<file path="src/rtl/inv_mix_columns_seq.sv">
// Column-serial AES InvMixColumns: latches a 128-bit round state on Start and
// streams one transformed column per cycle into a downstream column register.
module inv_mix_columns_seq (
   input  logic         Clk,
   input  logic         Reset,
   input  logic         Start,
   input  logic [127:0] State_In,
   output logic [31:0]  Col_Out,
   output logic [1:0]   Col_Sel,
   output logic         Col_Load,
   output logic         Busy,
   output logic         Done
);

   typedef enum logic [1:0] {
      IDLE = 2'd0,
      RUN  = 2'd1,
      DONE = 2'd2
   } state_t;

   state_t        state, state_next;
   logic [1:0]    idx, idx_next;
   logic [127:0]  hold, hold_next;
   logic [31:0]   col_word;

   function automatic logic [7:0] xtime(input logic [7:0] a);
      return {a[6:0], 1'b0} ^ (a[7] ? 8'h1b : 8'h00);
   endfunction

   // Each coefficient is built from the x2/x4/x8 chain of the same byte.
   function automatic logic [31:0] inv_mix_word(input logic [31:0] w);
      logic [7:0] s  [0:3];
      logic [7:0] x2 [0:3];
      logic [7:0] x4 [0:3];
      logic [7:0] x8 [0:3];
      logic [7:0] m9 [0:3];
      logic [7:0] mb [0:3];
      logic [7:0] md [0:3];
      logic [7:0] me [0:3];
      for (int i = 0; i < 4; i++) begin
         s[i]  = w[31-8*i -: 8];
         x2[i] = xtime(s[i]);
         x4[i] = xtime(x2[i]);
         x8[i] = xtime(x4[i]);
         m9[i] = x8[i] ^ s[i];
         mb[i] = x8[i] ^ x2[i] ^ s[i];
         md[i] = x8[i] ^ x4[i] ^ s[i];
         me[i] = x8[i] ^ x4[i] ^ x2[i];
      end
      return {me[0] ^ mb[1] ^ md[2] ^ m9[3],
              m9[0] ^ me[1] ^ mb[2] ^ md[3],
              md[0] ^ m9[1] ^ me[2] ^ mb[3],
              mb[0] ^ md[1] ^ m9[2] ^ me[3]};
   endfunction

   assign col_word = hold[{idx, 5'b00000} +: 32];

   always_ff @(posedge Clk) begin
      if (!Reset) begin
         state <= IDLE;
         idx   <= 2'd0;
         hold  <= '0;
      end else begin
         state <= state_next;
         idx   <= idx_next;
         hold  <= hold_next;
      end
   end

   // Start is a request, not a handshake: it is taken only in IDLE on a rising
   // edge, and any Start seen in RUN or DONE is dropped, never queued.
   always_comb begin
      state_next = state;
      idx_next   = idx;
      hold_next  = hold;
      Col_Out    = '0;
      Col_Sel    = 2'd0;
      Col_Load   = 1'b0;
      Busy       = (state != IDLE);
      Done       = 1'b0;
      case (state)
         IDLE: begin
            if (Start) begin
               hold_next  = State_In;
               idx_next   = 2'd0;
               state_next = RUN;
            end
         end
         RUN: begin
            Col_Load = 1'b1;
            Col_Sel  = idx;
            Col_Out  = inv_mix_word(col_word);
            idx_next = idx + 2'd1;
            if (idx == 2'd3) state_next = DONE;
         end
         DONE: begin
            Done       = 1'b1;
            state_next = IDLE;
         end
         default: state_next = IDLE;
      endcase
   end

endmodule

</file>
<file path="config.mk">
export PLATFORM = sky130hd
export DESIGN_NAME = inv_mix_columns_seq
export DESIGN_NICKNAME = d
export VERILOG_FILES = /design/src/rtl/inv_mix_columns_seq.sv
export SDC_FILE = /design/constraint.sdc
export NUM_CORES = 1
export LEC_CHECK = 0
export BUFFER_PORTS_ARGS = -buffer_cell sky130_fd_sc_hd__buf_2
export CAP_MARGIN = 40
export CORE_MARGIN = 8
export CORE_UTILIZATION = 50
export CTS_BUF_LIST = sky130_fd_sc_hd__clkbuf_16
export CTS_CLUSTER_SIZE = 12
export DETAILED_ROUTE_END_ITERATION = 10
export HOLD_SLACK_MARGIN = 0.06
export PLACE_DENSITY = 0.74
export SYNTH_ARGS = -nofsm -noshare
export SYNTH_HDL_FRONTEND = slang
export SYNTH_SLANG_ARGS = --single-unit
</file>
<file path="constraint.sdc">
create_clock -name Clk -period 6.5 [get_ports Clk]
set_clock_uncertainty 0.1 [all_clocks]
set_input_delay 0.65 -clock Clk [delete_from_list [all_inputs] [get_ports Clk]]
set_output_delay 0.65 -clock Clk [all_outputs]
set_load 0.02 [all_outputs]
</file>
# Word-level counts from Yosys, hierarchy flattened

Index checks and enable logic that the tools add are counted.

$add $sub $neg: 1
Equality and inequality tests: 5
Shift-type cells: 1
Mux-type cells: 21
Bitwise logic cells: 48
Reduce and logical (&&, ||, !) cells: 6

Operators with widths:

| operator            | count |
|---|---|
| $xor 8x8->8         | 36 |
| $shiftx 128x8->32   | 1 |
| $xor 8x5->8         | 12 |
| $mux 5              | 12 |
| $mux 32             | 1 |
| $mux 2              | 4 |
| $pmux 2 s2          | 2 |
| $reduce_and 2->1    | 3 |
| $eq 2x2->1 const B  | 2 |
| $ne 2x2->1 const B  | 2 |
| $reduce_bool 2->1   | 2 |
| $add 2x1->2 const B | 1 |
| $eq 2x1->1 const B  | 1 |
| $logic_not 2->1     | 1 |
| $mux 1              | 2 |

Bits in registers: 132
Word-level logic and storage cells: 85

# Longest topological paths before layout

Gate-level depths: netlist (run 1).

Depth after elaboration: 13
Mapped depth: 9

# Worst setup path before layout (run 1)

No wires, ideal clock.

Path kind: reg-to-output
Start point: reg idx[1]
End point: out Col_Out[19]
Data arrival time: 2.957 ns
Data required time: 5.750 ns
Slack: 2.793 ns
Cell stages (with the launch flop): 9
Buffers on the path: 2
Cells stage by stage: dfxtp_1 > buf_6 > mux4_2 > buf_6 > xnor3_2 > xnor3_1 > xnor3_2 > xnor2_2 > mux2i_1

Longest elaborated chain between the ends: 11
Elaborated cells on any way between the ends: 34
Classes of those cells: 1 x shift; 11 x mux; 22 x bitwise

RTL lines:

| what                                         | line | source |
|---|---|---|
| from (decl)                                  | 22   | `logic [1:0] idx, idx_next;` |
| from (signal assigned)                       | 65   | `idx <= idx_next;` |
| $shiftx 128x8->32 *                          | 56   | `assign col_word = hold[{idx, 5'b00000} +: 32];` |
| $mux 5 / $xor 8x5->8 (equally long branches) | 27   | `return {a[6:0], 1'b0} ^ (a[7] ? 8'h1b : 8'h00);` |
| $xor 8x5->8                                  | 27   |  |
| $xor 8x5->8 / $mux 5 (equally long branches) | 27   |  |
| $xor 8x5->8                                  | 27   |  |
| $xor 8x8->8 (2 in series)                    | 48   | `me[i] = x8[i] ^ x4[i] ^ x2[i];` |
| $xor 8x8->8 (2 in series)                    | 51   | `m9[0] ^ me[1] ^ mb[2] ^ md[3],` |
| $xor 8x8->8 *                                | 51   |  |
| $mux 32 *                                    | 81   | `case (state)` |
| to (decl)                                    | 8    | `output logic [31:0] Col_Out,` |

Mark *: on every way between the ends. The rest lies on a longest branch, timed or not.

# Final worst setup path (run 1)

Start point: reg idx[1]
End point: out Col_Out[28]

Longest elaborated chain between the ends: 11
Elaborated cells on any way between the ends: 35
Classes of those cells: 1 x shift; 12 x mux; 22 x bitwise

RTL lines:

| what                                                | line   | source |
|---|---|---|
| $shiftx 128x8->32 *                                 | 56     |  |
| $xor 8x5->8                                         | 27     |  |
| $mux 5 / $xor 8x5->8 (equally long branches)        | 27     |  |
| $xor 8x5->8 / $mux 5 (equally long branches)        | 27     |  |
| $xor 8x5->8                                         | 27     |  |
| $xor 8x8->8, on equally long branches (2 in series) | 48, 46 |  |
| $xor 8x8->8 (2 in series)                           | 50     | `return {me[0] ^ mb[1] ^ md[2] ^ m9[3],` |
| $xor 8x8->8 *                                       | 50     |  |
| $mux 32 *                                           | 81     |  |

Marked as above.

==> results of run 1 <==
==> report_power, final <==
part	total, mW	internal [mW]	leakage, nW	switching, mW
logic	1.31	0.633	2.53	0.674
clock network	0.906	0.583	0.274	0.324
registers	0.888	0.860	1.08	0.0277
total	3.10	2.08	3.89	1.03
==> layer usage <==
metal	wire, um	part of all wire
met2	9561	0.46
met1	9532	0.46
met3	1456	0.070
met5	0	0
met4	242	0.012
==> kinds of logic after synthesis <==
logic type	after synthesis	share of synthesized area
flip-flops	132	0.3335
buffers and inverters	67	0.04263
adder cells (fa/ha/maj)	1	0.001579
AND/OR/NAND/NOR	305	0.1484
AO/OA/AOI/OAI	131	0.1238
multiplexers	34	0.09727
XOR/XNOR	178	0.2528
==> worst max-delay path by stage <==
stage                             start          end  depth (start not counted)
floorplan           idx[1]$_SDFFE_PN0P_  Col_Out[19]                          8
global route        idx[1]$_SDFFE_PN0P_  Col_Out[28]                          7
detailed placement  idx[1]$_SDFFE_PN0P_   Col_Out[3]                          8
finish              idx[1]$_SDFFE_PN0P_  Col_Out[28]                          7
global placement    idx[1]$_SDFFE_PN0P_  Col_Out[13]                          8
CTS                 idx[1]$_SDFFE_PN0P_  Col_Out[19]                          8
==> through the flow <==
stage	util	setup slack, ps	cells
floorplan	-	2793	848
detailed placement	0.5596	2044	1172
global route	0.5943	1417	1199
finish	0.5943	1645	1199
global placement	0.5565	2067	1170
CTS	0.5943	1596	1199
==> registers in the layout (all words and copies together) (netlist names) <==
register / flops
hold: 128
state: 2
idx: 2
==> worst max-delay path, stage by stage (launching register included) <==
cell	delay (ps)
dfxtp_2	850
mux4_1	890
xnor3_1	540
xnor2_2	440
xnor3_1	550
xnor2_1	140
nor2_1	80
buf_2	170
==> final cells by class <==
| type | count | share of cell area |
|---|---|---|
| Multi-Input combinational cell | 649 | 0.5305 |
| Tap cell | 216 | 0.02894 |
| Clock inverter | 10 | 0.01286 |
| Timing Repair Buffer | 173 | 0.09808 |
| Sequential cell | 132 | 0.2833 |
| Clock buffer | 17 | 0.04556 |
| Inverter | 2 | 0.0008040 |
==> layout by cell type (no fill, tap or decap), types with 2 or more instances in the layout <==
master	n
buf_2	166
xor2_2	3
a21boi_0	129
and2_1	4
xor3_1	2
mux4_2	24
mux2i_1	2
nand2_1	260
xnor3_2	5
clkinv_1	4
inv_1	2
buf_4	5
dfxtp_1	130
xor2_1	31
xnor2_2	6
xnor2_4	2
xnor3_1	17
nand3_1	2
nor2_1	31
dfxtp_2	2
bufinv_16	3
clkbuf_16	17
nand2b_1	3
clkinv_2	3
xnor2_1	112
mux4_1	8
==> summary.md, run 1 <==
| Metric | Value |
|---|---|
| Yosys top cell area share | 0.3335 |
| First-pass GRT wire length | 32220 um |
| Final setup viols | 0 |
| Most area-consuming cells after synthesis | dfxtp_1 (33%), xnor2_1 (12%), nand2_1 (12%), a21boi_0 (12%), mux4_2 (6.8%) |
| Buffers on Ports | 167 |
| Max Buffers Root-to-Sink | 2 |
| Worst reg2reg startpoint | state[1]$_SDFFE_PN0P_ |
| Clock tree sinks | between 100 and 150 |
| Post-Syn Nets | 980 |
| Register Area | 2645 um2 |
| Core area | 15710 um2 |
| Area of the multi-input gates | 4954 um2 |
| Gr ovfl total | 0 |
| Detailed Route Iter0 Violations | a little over 400 |
| WHS Path Cells | 2 |
| Post-synth EDFFs | 0 |
| Hold EP | hold[38]$_SDFFE_PN0P_ |
| CP endpoint kind | primary output |
| GRT met3 Usage | 0.05612 |
| YS warnings | 0 |
| DR pass1 iterations | 7 |
| Hold_ws | ~360 ps |
| Fin crit period | between 4000 and 5000 ps |
| RR Endpoint | hold[127]$_SDFFE_PN0P_ |
| Mapped Area | between 7000 and 8000 um2 |
| CP Max Fanout | 24 |
| Starting density of the core | 0.5043 |
| Worst setup path category | flip-flop to primary output |
| Count of state elements after synthesis | between 100 and 150 |
| Final period utilization | 0.7469 |
| Layout cell share with drive strength beyond 1 | 0.2442 |
| F_max | ~0.21 GHz |
| CTS clk-pin slew, worst paths | about 50 ps |
| Drt wl/cell | 17.34 um |
| Fin. max-slew vios | 0 |
| Largest net degree at the start of global routing | between 100 and 150 |
| Peak VDD IR | roughly 0.18 mV |
| CP Launch Type | flip-flop |
| Cells after Synth | around 850 |
| Fillers | 1400 |
| Number of global-route vias before repair | approximately 6000 |
| Post-CTS setup buffer count | 0 |
| Final Hold Fails | 0 |
| Final Wtd Congestion | between 0.9 and 1 |
| Initial antenna violation count | 0 |
| Hold Buf Count CTS | 0 |
| Total CTS buffers | 17 |
| RSZ-0062 raised after global routing | no |
| Reg-to-reg setup timing slack | 4050 ps |
| Synth-to-Final Area Change | 17.84% |
| Die ar. | 20130 um2 |
| Overall power | 3.101 mW |
| Ys async rst share | 0 |
| Synth cell count leaders | nand2_1 (261), dfxtp_1 (132), a21boi_0 (129) |
| Die outline height | about 140 um |
| Remaining antenna violation count | 0 |
| Post-DP HPWL | 15790 um |
| M1 GR Usage | 0.2762 |
| Required @ worst endpoint | 5750 ps |
| DR vias | 5984 |
| Number of diodes | 0 |
| Reg2Reg Depth | 5 |
| HP Start | hold[38]$_SDFFE_PN0P_ |
| Final wirelength | roughly 21000 um |
| Site Rows | 46 |
| Worst Max-Slew Pin Slew | 893.9 ps |
| Yosys top cell by area | dfxtp_1 |
| Busiest layer in global routing | met2 |
| GRT Resource Usage Total | 0.2075 |
| Commonest register cell after synthesis | dfxtp_1 |
| Pwr/cell area | about 330 nW/um2 |
| Setup TNS | 0 ps |
| Synth cell types | 30 |
| Clock latency on the worst-skew pair | about 410 ps |
| CTS Root Cell | clkbuf_16 |
| Net count, final | approximately 1100 |
| Number of vias per cell | roughly 5 |
| Htree depth | 4 |
| Total I/O pin count | about 170 |
| Sequential area share after synthesis | 0.3335 |
| Die X | around 140 um |
| Max-Cap Viols | 0 |
| Status | complete, no violations |
| Count leader, synth | nand2_1 |
| WP data arrival | a little over 4000 ps |
| Avg Inst Size Synth | between 9 and 10 um2 |
| CTS tree | yes |
| Met2 Resource Use GR | 0.3263 |
| CTS resizes | 0 |
| DRC | 0 |
| Slew HR | 0.4041 |
| Hold/Removal Path Class | flip-flop to flip-flop |
| Final Instance Area | between 9000 and 10000 um2 |
| Dpl cell area | between 8000 and 9000 um2 |
| Lkg Pwr | 3.889 nW |
(Power assumes the default switching activity.)
==> inputs of run 2 (changes only) <==
Clock period 6.5 ns to 4.6 ns, I/O delays scaled along.
==> run 2 against run 1 <==
  * Register-to-register slack got worse by 1500 ps
  * Routed wire length up 1.9%
  * Final area grew 1.3%
  * Critical endpoint unchanged
  * Power rose by 42%
  * Clock power up 43%
  * Utilization up 0.78 points
  * Worst setup slack lost 1300 ps
  * Global-route usage grew 0.47 points
  * Die area unchanged
  * Non-clock buffer count increased by 8
==> summary.md, run 2 (synthesized netlist as in run 1, its figures left out) <==
| Metric | Value |
|---|---|
| M1 wire length | 9631 um (+1.0%) |
| DR vias | 6083 (+1.7%) |
| Fillers | 1364 (-2.6%) |
| Die ar. | 20130 um2 (unchanged) |
| Final wirelength | 21180 um (+1.9%) |
| Fin crit period | 4263 ps |
| Largest net degree at the start of global routing | 102 (-8.9%) |
| Hold_ws | 190.7 ps (-166.9 ps) |
| Detailed Route Iter0 Violations | 530 (+29%) |
| DRC | 0 (unchanged) |
| CP endpoint kind | primary output |
| Max reg flops | 128 (unchanged) |
| Hold Buf Count CTS | 0 (unchanged) |
| Status | complete, no violations |
| CTS resizes | 0 (unchanged) |
| Cells after DPL | 1180 (+0.68%) |
| HP Start | State_In[87] |
| Most common cell after layout, fill and taps aside | nand2_1 |
| Layout cell share with drive strength beyond 1 | 0.2550 (+0.01087) |
| CTS Root Cell | clkbuf_16 |
| Post-CTS setup buffer count | 0 (unchanged) |
| Fin. max-slew vios | 0 (unchanged) |
| Number of global-route vias before repair | 6095 (+1.9%) |
| Total I/O pin count | 168 (unchanged) |
| CP Launch Type | flip-flop |
| CTS clk-pin slew, worst paths | 60 ps (about the same) |
| F_max | approximately 0.23 GHz |
| DR pass1 iterations | 5 (-2) |
| RR Endpoint | hold[88]$_SDFFE_PN0P_ |
| WP data arrival | 3700 ps (-400 ps) |
| Fin worst setup slack | 336.6 ps (-1309 ps) |
| Final Hold Fails | 0 (unchanged) |
| Finished Layout Cells | 1212 (+1.1%) |
| Required @ worst endpoint | 4040 ps (-1710 ps) |
| Net count, final | 1115 (+0.72%) |
| Largest register by flop count | hold |
| RSZ-0062 raised after global routing | no |
| Final Wtd Congestion | 0.9804 (+2.9%) |
| Worst Max-Slew Pin Slew | 581.7 ps (-312.2 ps) |
| Core area | 15710 um2 (unchanged) |
| Number of vias per cell | 5.019 (+0.56%) |
| Total CTS buffers | 17 (unchanged) |
| Clock tree sinks | 132 (unchanged) |
| GRT Resource Usage Total | 0.2122 (+0.004725) |
| Reg2Reg Depth | 6 (+1) |
| Htree depth | 4 (unchanged) |
| Number of diodes | 0 (unchanged) |
| Synth-to-Final Area Change | 19.39% |
| Initial antenna violation count | 0 (unchanged) |
| Worst setup path category | flip-flop to primary output |
| CTS tree | yes |
| Reg-to-reg setup timing slack | 2550 ps (-1500 ps) |
| Die X | 141.9 um (unchanged) |
| CP Max Fanout | 9 (-63%) |
| Drt wl/cell | 17.47 um (+0.76%) |
| Largest registers | hold (128), idx (2), state (2) |
| Hold EP | hold[87]$_SDFFE_PN0P_ |
| Final setup viols | 0 (unchanged) |
| DR WL met2 | 9835 um (+2.9%) |
| Met3 Routed Length | 1332 um (-8.5%) |
| First-pass GRT wire length | 33170 um (+2.9%) |
| Slew HR | 0.6094 (+0.2053) |
| Die outline height | 141.9 um (unchanged) |
| Commonest non-fill, non-tap cells in the layout | nand2_1 (260), buf_2 (166), dfxtp_1 (130) |
| Max Buffers Root-to-Sink | 2 (unchanged) |
| DR top layer | met4 |
| Remaining antenna violation count | 0 (unchanged) |
| Final period utilization | 0.9268 |
| Max-Cap Viols | 0 (unchanged) |
| Post-DP HPWL | 16230 um (+2.8%) |
| WHS Path Cells | 3 (+1) |
| Site Rows | 46 (unchanged) |
| CP Launch Point | idx[1]$_SDFFE_PN0P_ |
| Peak VDD IR | 0.2908 mV (+58%) |
| Worst reg2reg startpoint | state[1]$_SDFFE_PN0P_ |
| Hold/Removal Path Class | input pin to flip-flop |
| Pwr/cell area | 466.4 nW/um2 (+40%) |
| Clock latency on the worst-skew pair | 410 ps (about the same) |
| Starting density of the core | 0.5043 (unchanged) |
| Gr ovfl total | 0 (unchanged) |
| Setup TNS | 0 ps (unchanged) |
| Buffers on Ports | 167 (unchanged) |
| Lkg Pwr | 3.945 nW (+1.4%) |
| Pre-CTS setup slack | 758.5 ps (-1286 ps) |
[run 2: cell types whose count changed in the layout (fill, tap and decap cells not counted), sizes merged]
cell | before | now
bufinv | 3 | 2
buf | 173 | 181
inv | 2 | 4
clkinvlp | 0 | 4
[run 2: power by group]
group	internal, mW	switching (mW)
clock	0.790	0.510
sequential	1.21	0.0464
combinational	0.908	0.942
[run 2: worst max-delay path by stage]
| stage | to | slack, ps | depth (start not counted) |
|---|---|---|---|
| CTS | Col_Out[28] | 300 | 7 |
| global route | Col_Out[12] | 160 | 7 |
| detailed placement | Col_Out[28] | 760 | 7 |
| finish | Col_Out[28] | 340 | 7 |
| floorplan | Col_Out[19] | 1080 | 8 |
| global placement | Col_Out[12] | 770 | 7 |
[run 2: layout make-up]
class / count / area (um2) / area share
Multi-Input combinational cell: 649 / 4954 / 0.5236
Sequential cell: 132 / 2645 / 0.2796
Timing Repair Buffer: 181 / 1016 / 0.1074
Clock buffer: 17 / 425.4 / 0.04497
Tap cell: 216 / 270.3 / 0.02857
Clock inverter: 15 / 142.6 / 0.01508
Inverter: 2 / 7.507 / 0.0007935
[run 2: critical path, stage by stage (launching register included)]
cell and delay [ps]:
dfxtp_2 550, mux4_1 850, xnor3_1 550, xnor2_2 410, xnor3_1 540, xnor2_1 140
nor2_1 80, buf_2 170
[run 2: routing by layer]
layer  track usage  vias up
met5             0        -
met4       0.06783        0
met3       0.04536       31
met2        0.3371      203
met1        0.2823     2812
li1              -     3037
[run 2: through the flow]
step                utilization  area (um2)  power (mW)
CTS                      0.6021        9460       4.434
global placement         0.5607        8810       3.115
detailed placement       0.5659        8892       3.126
floorplan                     -        7924       2.701
finish                   0.6021        9460       4.412
global route             0.6021        9460       4.616
